**config.mk**
```make
export PLATFORM = sky130hd
export DESIGN_NAME = vga_timing_core
export DESIGN_NICKNAME = d
export VERILOG_FILES = /design/src/rtl/vga_timing_core.sv
export SDC_FILE = /design/constraint.sdc
export NUM_CORES = 1
export LEC_CHECK = 0
export ABC_AREA = 0
export CORE_UTILIZATION = 45
export CTS_CLUSTER_SIZE = 8
export DETAILED_ROUTE_END_ITERATION = 10
export DONT_BUFFER_PORTS = 1
export SETUP_SLACK_MARGIN = 0.05
export SLEW_MARGIN = 20
export SYNTH_ARGS = -nofsm -noshare
export SYNTH_HDL_FRONTEND = slang
export SYNTH_SLANG_ARGS = --single-unit
```
**constraint.sdc**
```tcl
create_clock -name clk -period 2.15 [get_ports clk]
set_input_delay 0.3225 -clock clk [delete_from_list [all_inputs] [get_ports clk]]
set_output_delay 0.3225 -clock clk [all_outputs]
set_load 0.005 [all_outputs]
```
**src/rtl/vga_timing_core.sv**
```systemverilog
// Parametrised VGA timing generator with a pixel-rate enable, a configurable fetch latency,
// and registered sync/de/rgb outputs aligned to the pixel source.
module vga_timing_core #(
    parameter int H_ACTIVE = 640,
    parameter int H_FP     = 16,
    parameter int H_SYNC   = 96,
    parameter int H_BP     = 48,
    parameter int V_ACTIVE = 480,
    parameter int V_FP     = 10,
    parameter int V_SYNC   = 2,
    parameter int V_BP     = 33,
    parameter bit HS_POL   = 1'b0,
    parameter bit VS_POL   = 1'b0,
    parameter int COLOR_W  = 12,
    parameter int PIPE_LAT = 2,
    parameter int X_W      = 10,
    parameter int Y_W      = 10
) (
    input  logic               clk,
    input  logic               rst,
    input  logic               en,
    output logic [X_W-1:0]     pix_x,
    output logic [Y_W-1:0]     pix_y,
    output logic               pix_req,
    input  logic [COLOR_W-1:0] pixel,
    output logic               hs,
    output logic               vs,
    output logic               de,
    output logic [COLOR_W-1:0] rgb,
    output logic               frame_start,
    output logic               line_start
);

    localparam int H_TOTAL = H_ACTIVE + H_FP + H_SYNC + H_BP;
    localparam int V_TOTAL = V_ACTIVE + V_FP + V_SYNC + V_BP;

    // Flag vector bit positions; all flags are active-high internally.
    localparam int F_DE  = 0;
    localparam int F_HS  = 1;
    localparam int F_VS  = 2;
    localparam int F_SOF = 3;
    localparam int F_SOL = 4;

    logic [X_W-1:0] r_hCnt;
    logic [Y_W-1:0] r_vCnt;
    logic [4:0]     w_raw;
    logic [4:0]     w_stage;
    logic           w_hVis;
    logic           w_vVis;

    always_ff @(posedge clk) begin
        if (rst) begin
            r_hCnt <= '0;
            r_vCnt <= '0;
        end else if (en) begin
            if (r_hCnt == X_W'(H_TOTAL - 1)) begin
                r_hCnt <= '0;
                if (r_vCnt == Y_W'(V_TOTAL - 1))
                    r_vCnt <= '0;
                else
                    r_vCnt <= r_vCnt + 1'b1;
            end else begin
                r_hCnt <= r_hCnt + 1'b1;
            end
        end
    end

    assign w_hVis  = (r_hCnt < X_W'(H_ACTIVE));
    assign w_vVis  = (r_vCnt < Y_W'(V_ACTIVE));
    assign pix_x   = r_hCnt;
    assign pix_y   = r_vCnt;
    assign pix_req = w_hVis && w_vVis;

    always_comb begin
        w_raw        = '0;
        w_raw[F_DE]  = w_hVis && w_vVis;
        w_raw[F_HS]  = (r_hCnt >= X_W'(H_ACTIVE + H_FP)) &&
                       (r_hCnt <  X_W'(H_ACTIVE + H_FP + H_SYNC));
        w_raw[F_VS]  = (r_vCnt >= Y_W'(V_ACTIVE + V_FP)) &&
                       (r_vCnt <  Y_W'(V_ACTIVE + V_FP + V_SYNC));
        w_raw[F_SOF] = (r_hCnt == '0) && (r_vCnt == '0);
        w_raw[F_SOL] = (r_hCnt == '0) && w_vVis;
    end

    // Delay the flags by the source's fetch latency so they meet the matching pixel.
    generate
        if (PIPE_LAT == 0) begin : g_noPipe
            assign w_stage = w_raw;
        end else begin : g_pipe
            logic [4:0] r_pipe [PIPE_LAT];

            always_ff @(posedge clk) begin
                if (rst) begin
                    for (int i = 0; i < PIPE_LAT; i++)
                        r_pipe[i] <= '0;
                end else if (en) begin
                    r_pipe[0] <= w_raw;
                    for (int i = 1; i < PIPE_LAT; i++)
                        r_pipe[i] <= r_pipe[i-1];
                end
            end

            assign w_stage = r_pipe[PIPE_LAT-1];
        end
    endgenerate

    // Strobes drop on any clk without en so they stay one system clock wide.
    always_ff @(posedge clk) begin
        if (rst) begin
            hs          <= ~HS_POL;
            vs          <= ~VS_POL;
            de          <= 1'b0;
            rgb         <= '0;
            frame_start <= 1'b0;
            line_start  <= 1'b0;
        end else if (en) begin
            hs          <= w_stage[F_HS] ? HS_POL : ~HS_POL;
            vs          <= w_stage[F_VS] ? VS_POL : ~VS_POL;
            de          <= w_stage[F_DE];
            rgb         <= w_stage[F_DE] ? pixel : '0;
            frame_start <= w_stage[F_SOF];
            line_start  <= w_stage[F_SOL];
        end else begin
            frame_start <= 1'b0;
            line_start  <= 1'b0;
        end
    end

endmodule

```
## Word-level counts from Yosys, hierarchy flattened

Memory sizes are Yosys's and may differ from the RTL's.
Index checks and enable logic that the tools add are counted.

| operators by class | value |
|---|---|
| muxes and demuxes | 12 |
| reduce and logical (&&, ||, !) cells | 9 |
| bitwise logic cells | 3 |
| equal/unequal tests | 2 |
| magnitude comparators | 6 |
| $add $sub $neg | 2 |

Operators with widths:

| cell | count |
|---|---|
| $add 10x1->10 const B | 2 |
| $eq 10x10->1 const B | 2 |
| $logic_not 10->1 | 2 |
| $lt 10x10->1 const B | 2 |
| $lt 10x9->1 const B | 2 |
| $mux 10 | 2 |
| $mux 12 | 1 |
| $ge 10x10->1 const B | 1 |
| $ge 10x9->1 const B | 1 |
| $mux 5 | 2 |
| $mux 1 | 7 |
| $logic_and 1x1->1 | 5 |
| $or 1x1->1 | 2 |
| $reduce_and 2->1 | 1 |
| $reduce_or 2->1 | 1 |
| $not 1->1 | 1 |

| word-level totals | value |
|---|---|
| memories kept | 1 |
| output and inout bits | 38 |
| flip-flop bits (word level) | 37 |
| bits in writable memories | 10 |
| input port bits | 15 |
| word-level logic and storage cells | 43 |

Memory list:

| memory | words | bits a word | read ports | clocked after memory_dff | wr ports | RTL line | RTL |
|---|---|---|---|---|---|---|---|
| g_pipe.r_pipe | 2 | 5 | 2 | 0 | 2 | 90 | `logic [4:0] r_pipe [PIPE_LAT];` |

## Depth between registers and ports, before layout

Gate-level depths: netlist of run 1.

| logic depth | value |
|---|---|
| depth in word-level cells | 4 |
| gate-level depth with buffers | 6 |
| depth with buffers taken out | 6 |

## Worst setup path after synthesis of run 1

Ideal clock, no wire load.

| timing | value |
|---|---|
| kind | register to register |
| start point | reg r_hCnt[1] (netlist: pix_x[1]) |
| end point | reg r_vCnt[7] (netlist: pix_y[7]) |
| data arrival time | 1.782 ns |
| period minus slack after synthesis | 1.851 ns |
| setup time | 0.070 ns |
| required time | 2.080 ns |
| slack | 0.299 ns |
| stages on the path, launching flop included | 6 |
| path buffers | 0 |
| path through | dfxtp_1 > ha_1 > nand4_4 > or4_4 > or3_1 > a21oi_1 |

| between the ends | value |
|---|---|
| longest elaborated chain between the ends | 2 |

RTL lines:

| item | RTL line | RTL |
|---|---|---|
| start, declared | 44 | `logic [X_W-1:0] r_hCnt;` |
| start signal, assigned | 63 | `r_hCnt <= r_hCnt + 1'b1;` |
| $eq 10x10->1 | 56 | `if (r_hCnt == X_W'(H_TOTAL - 1)) begin` |
| $reduce_and 2->1 (no source line) | - |  |
| end signal, assigned | 61 | `r_vCnt <= r_vCnt + 1'b1;` |
| end, declared | 45 | `logic [Y_W-1:0] r_vCnt;` |

No other way between the ends.
A chain may end at the register's enable or synchronous reset.

## Worst setup path in the final report of run 1

Same ends and word-level chain as after synthesis.

==> results of run 1 <==
routing by layer:
layer	up-vias	GRT usage	wire (um)	share of wire
met4	0	0.0622	68	0.016
met3	12	0.0606	262	0.061
li1	751	-	-	-
met2	57	0.306	2100	0.49
met5	-	0	0	0
met1	742	0.213	1860	0.43
cell families after synthesis:
family	Yosys count	share of synthesized area
flip-flops	47	0.502
XOR/XNOR	14	0.0592
multiplexers	2	0.0103
adder cells (fa/ha/maj)	4	0.0242
buffers and inverters	21	0.0580
AND/OR/NAND/NOR	97	0.259
AO/OA/AOI/OAI	26	0.0870
power by group through the flow:
stage	clock network (mW)	logic [mW]	registers (mW)
CTS	0.538	0.0617	0.937
detailed placement	0	0.0613	0.958
finish	0.523	0.0609	0.937
floorplan	0	0.0570	0.957
global placement	0	0.0573	0.957
global route	0.568	0.0694	0.939
Yosys cell counts (all sizes together), types with 2 or more instances:
cell	instances	area share
dfxtp	37	0.36
nor2	30	0.054
nand2	13	0.024
a22oi	12	0.043
nor3	11	0.029
and3	10	0.031
edfxtp	10	0.14
clkbuf	9	0.027
xnor2	9	0.038
inv	8	0.014
nand3	8	0.019
nor4	8	0.024
o21ai	6	0.014
xor2	5	0.021
buf	4	0.017
ha	4	0.024
nand4	4	0.019
a21oi	3	0.0072
or3	3	0.0091
nand4bb	2	0.011
or4	2	0.0091
path summary, 6_finish.rpt:
check                           end  slack (ns)
min reg2reg  frame_start$_SDFF_PN0_        0.49
min             rgb[3]$_SDFFE_PP0P_        0.09
max           pix_y[7]$_SDFFE_PP0P_        0.18
max reg2reg   pix_y[7]$_SDFFE_PP0P_        0.18
registers in the layout, summed over array words and instances (netlist names):
signal	count
rgb	12
line_start	1
pix_y	10
hs	1
de	1
g_pipe.r_pipe	10
frame_start	1
vs	1
pix_x	10
worst reg2reg max path: cells and delay by family, from the launching register on:
family / cells / cell delay (ns)
adder cells (fa/ha/maj): 1 / 0.27
AO/OA/AOI/OAI: 1 / 0.18
flip-flops: 1 / 0.36
AND/OR/NAND/NOR: 3 / 1.09
cell type report:
cell class / count / area (um^2) / area share
Sequential cell: 47 / 1040 / 0.482
Multi-Input combinational cell: 143 / 911 / 0.422
Clock buffer: 6 / 72.6 / 0.0336
Tap cell: 52 / 65.1 / 0.0301
Timing Repair Buffer: 4 / 30.0 / 0.0139
Inverter: 8 / 30.0 / 0.0139
Clock inverter: 2 / 11.3 / 0.00521
per-stage QoR:
| stage | utilization | setup WS (ns) |
|---|---|---|
| finish | 0.493 | 0.182 |
| global route | 0.493 | 0.0860 |
| CTS | 0.493 | 0.189 |
| detailed placement | 0.474 | 0.206 |
| global placement | 0.474 | 0.326 |
| floorplan | - | 0.299 |
==> results.sh, run 1 <==
export IMPL_detail_route_vias_per_cell=5.96
export IMPL_num_cts_buffers=5
export IMPL_cpMaxStageDelayCell="sky130_fd_sc_hd__or4_4"
export IMPL_final_common_cell="sky130_fd_sc_hd__dfxtp_1"
export IMPL_first_global_vias=1478
export IMPL_shortest_period_the_worst_path_allows_ns=1.97
export IMPL_num_io_pins=53
export IMPL_timing_worst_setup_path_type="flop to flop"
export IMPL_clock_skew_final_ns=0.00768
export IMPL_drt_wl_total_mm=4.29
export IMPL_synth_warnings=0
export IMPL_p_clk_frac=0.344
export IMPL_syn_num_nets=230
export IMPL_crit_buf_inv=0
export IMPL_clock_tree_from_tritoncts="yes"
export IMPL_timing_fmax_mhz=508
export IMPL_antenna_diode_count=0
export IMPL_core_area_um2=4380
export IMPL_power_share_combinational=0.040
export IMPL_postSynthCellCount=211
export IMPL_number_of_enable_type_register_cells_in_the_synthesized_netlist=10
export IMPL_crit_path_cell_trace="ha_1 -> nand4_4 -> or4_4 -> or3_1 -> a21oi_1"
export IMPL_vias=1562
export IMPL_tritoncts_num_sinks=47
export IMPL_status="completed"
export IMPL_slowest_delay_ns=0.60
export IMPL_groute_usage_overall=0.180
export IMPL_post_dp_hpwl_mm=3.00
export IMPL_route_detailed_drc=0
export IMPL_min_from="rst"
export IMPL_end_kind="flop"
export IMPL_filler_cell_count=412
export IMPL_crit_fanout=7
export IMPL_max_slew_worst_pin_slew_ns=0.474
export IMPL_synth_seq_cells=47
export IMPL_fp_dieW_um=69.9
export IMPL_die_height_um=69.9
export IMPL_p_sw_frac=0.225
export IMPL_drv_slew=0
export IMPL_number_of_antenna_violations_at_the_first_check_in_global_routing=0
export IMPL_netsw_mw=0.343
export IMPL_setup_violations_final=0
export IMPL_ratio_of_cells_with_drive_above_1_in_the_final_layout=0.0952
export IMPL_yosys_most_used_dff="sky130_fd_sc_hd__dfxtp_1"
export IMPL_yosysSeqAreaShare=0.502
export IMPL_placedInstanceArea_um2=2080
export IMPL_clk_path_buf_depth=2
export IMPL_number_of_max_cap_violations=0
export IMPL_rsz_0062_raised_after_global_routing="false"
export IMPL_cell_internal_power_mw=1.18
export IMPL_h_tree_depth=2
export IMPL_drt_first_iter_violations=73
export IMPL_hold_path_depth=1
export IMPL_stages_on_the_worst_setup_path=5
export IMPL_design_die_area_um2=4880
export IMPL_commonest_cells_after_routing_fill_and_taps_aside="sky130_fd_sc_hd__dfxtp_1, sky130_fd_sc_hd__nor2_1, sky130_fd_sc_hd__nand2_1, sky130_fd_sc_hd__a22oi_1"
export IMPL_critical_path_startpoint="pix_x[1]$_SDFFE_PP0P_"
export IMPL_layoutNonFillerInstCount=262
export IMPL_globalRouteOverflowTotal=0
export IMPL_num_rows=24
export IMPL_clk_insertion_delay_late_ns=0.30
export IMPL_postSynth_asyncResetShare=0
export IMPL_cp_data_arrival_time_ns=2.19
export IMPL_timing_final_crit_share=0.915
export IMPL_cts_resized_gates=0
export IMPL_floorplan_initialDensity=0.473
export IMPL_vdd_ir_drop_worst_mv=0.321
export IMPL_seqPwrFrac=0.616
export IMPL_cts_hold_buffers=0
export IMPL_timing_hold_violations_final=0
export IMPL_synth_cell_area_um2=2070
export IMPL_clk_pin_slew_worst_paths_ns=0.09
export IMPL_design_final_nets=228
export IMPL_synth_avg_cell_area_um2=9.82
export IMPL_grt_max_degree=28
export IMPL_global_route_wire_length_before_repair_mm=7.05
export IMPL_totalNegativeSetupSlack_ns=0
export IMPL_worst_slew_margin_rel=0.681
export IMPL_hold_class="input port to flop"
export IMPL_worstRegToRegCells=5
export IMPL_dp_cells=254
export IMPL_drt_pass1_iterations=4
export IMPL_power_density_nw_per_um2=704
export IMPL_worstReg2RegStart="pix_x[1]$_SDFFE_PP0P_"
export IMPL_critical_path_top_delay_family="simple AND/OR/NAND/NOR gates"
export IMPL_layout_overhead_on_the_synthesized_area_pct=4.29
export IMPL_critical_path_startpoint_type="flop"
export IMPL_power_leakage_nw=0.827
export IMPL_final_design_area_no_fill_um2=2160
export IMPL_routedWlPerCell_um=16.4
export IMPL_total_power_mw=1.52
export IMPL_routability_congestion=0.851
export IMPL_hold_slack_final_ns=0.0884
export IMPL_cts_root_buffer="sky130_fd_sc_hd__clkbuf_8"
export IMPL_final_antenna_violating_net_count=0
export IMPL_yosys_cell_types_count=42
export IMPL_port_buffers=0
export IMPL_post_cts_buffers=0
export IMPL_worstPathRequired_ns=2.37
Note: power is estimated with default switching activity, not from simulation.
==> run 2: changes to the inputs <==
--- a/config.mk
+++ b/config.mk
@@ -10,6 +10,7 @@
 export CTS_CLUSTER_SIZE = 8
 export DETAILED_ROUTE_END_ITERATION = 10
 export DONT_BUFFER_PORTS = 1
+export GPL_ROUTABILITY_DRIVEN = 0
 export SETUP_SLACK_MARGIN = 0.05
 export SLEW_MARGIN = 20
 export SYNTH_ARGS = -nofsm -noshare
==> results of run 2 <==
Final layout, timing and power as in run 1 (identical DEF).
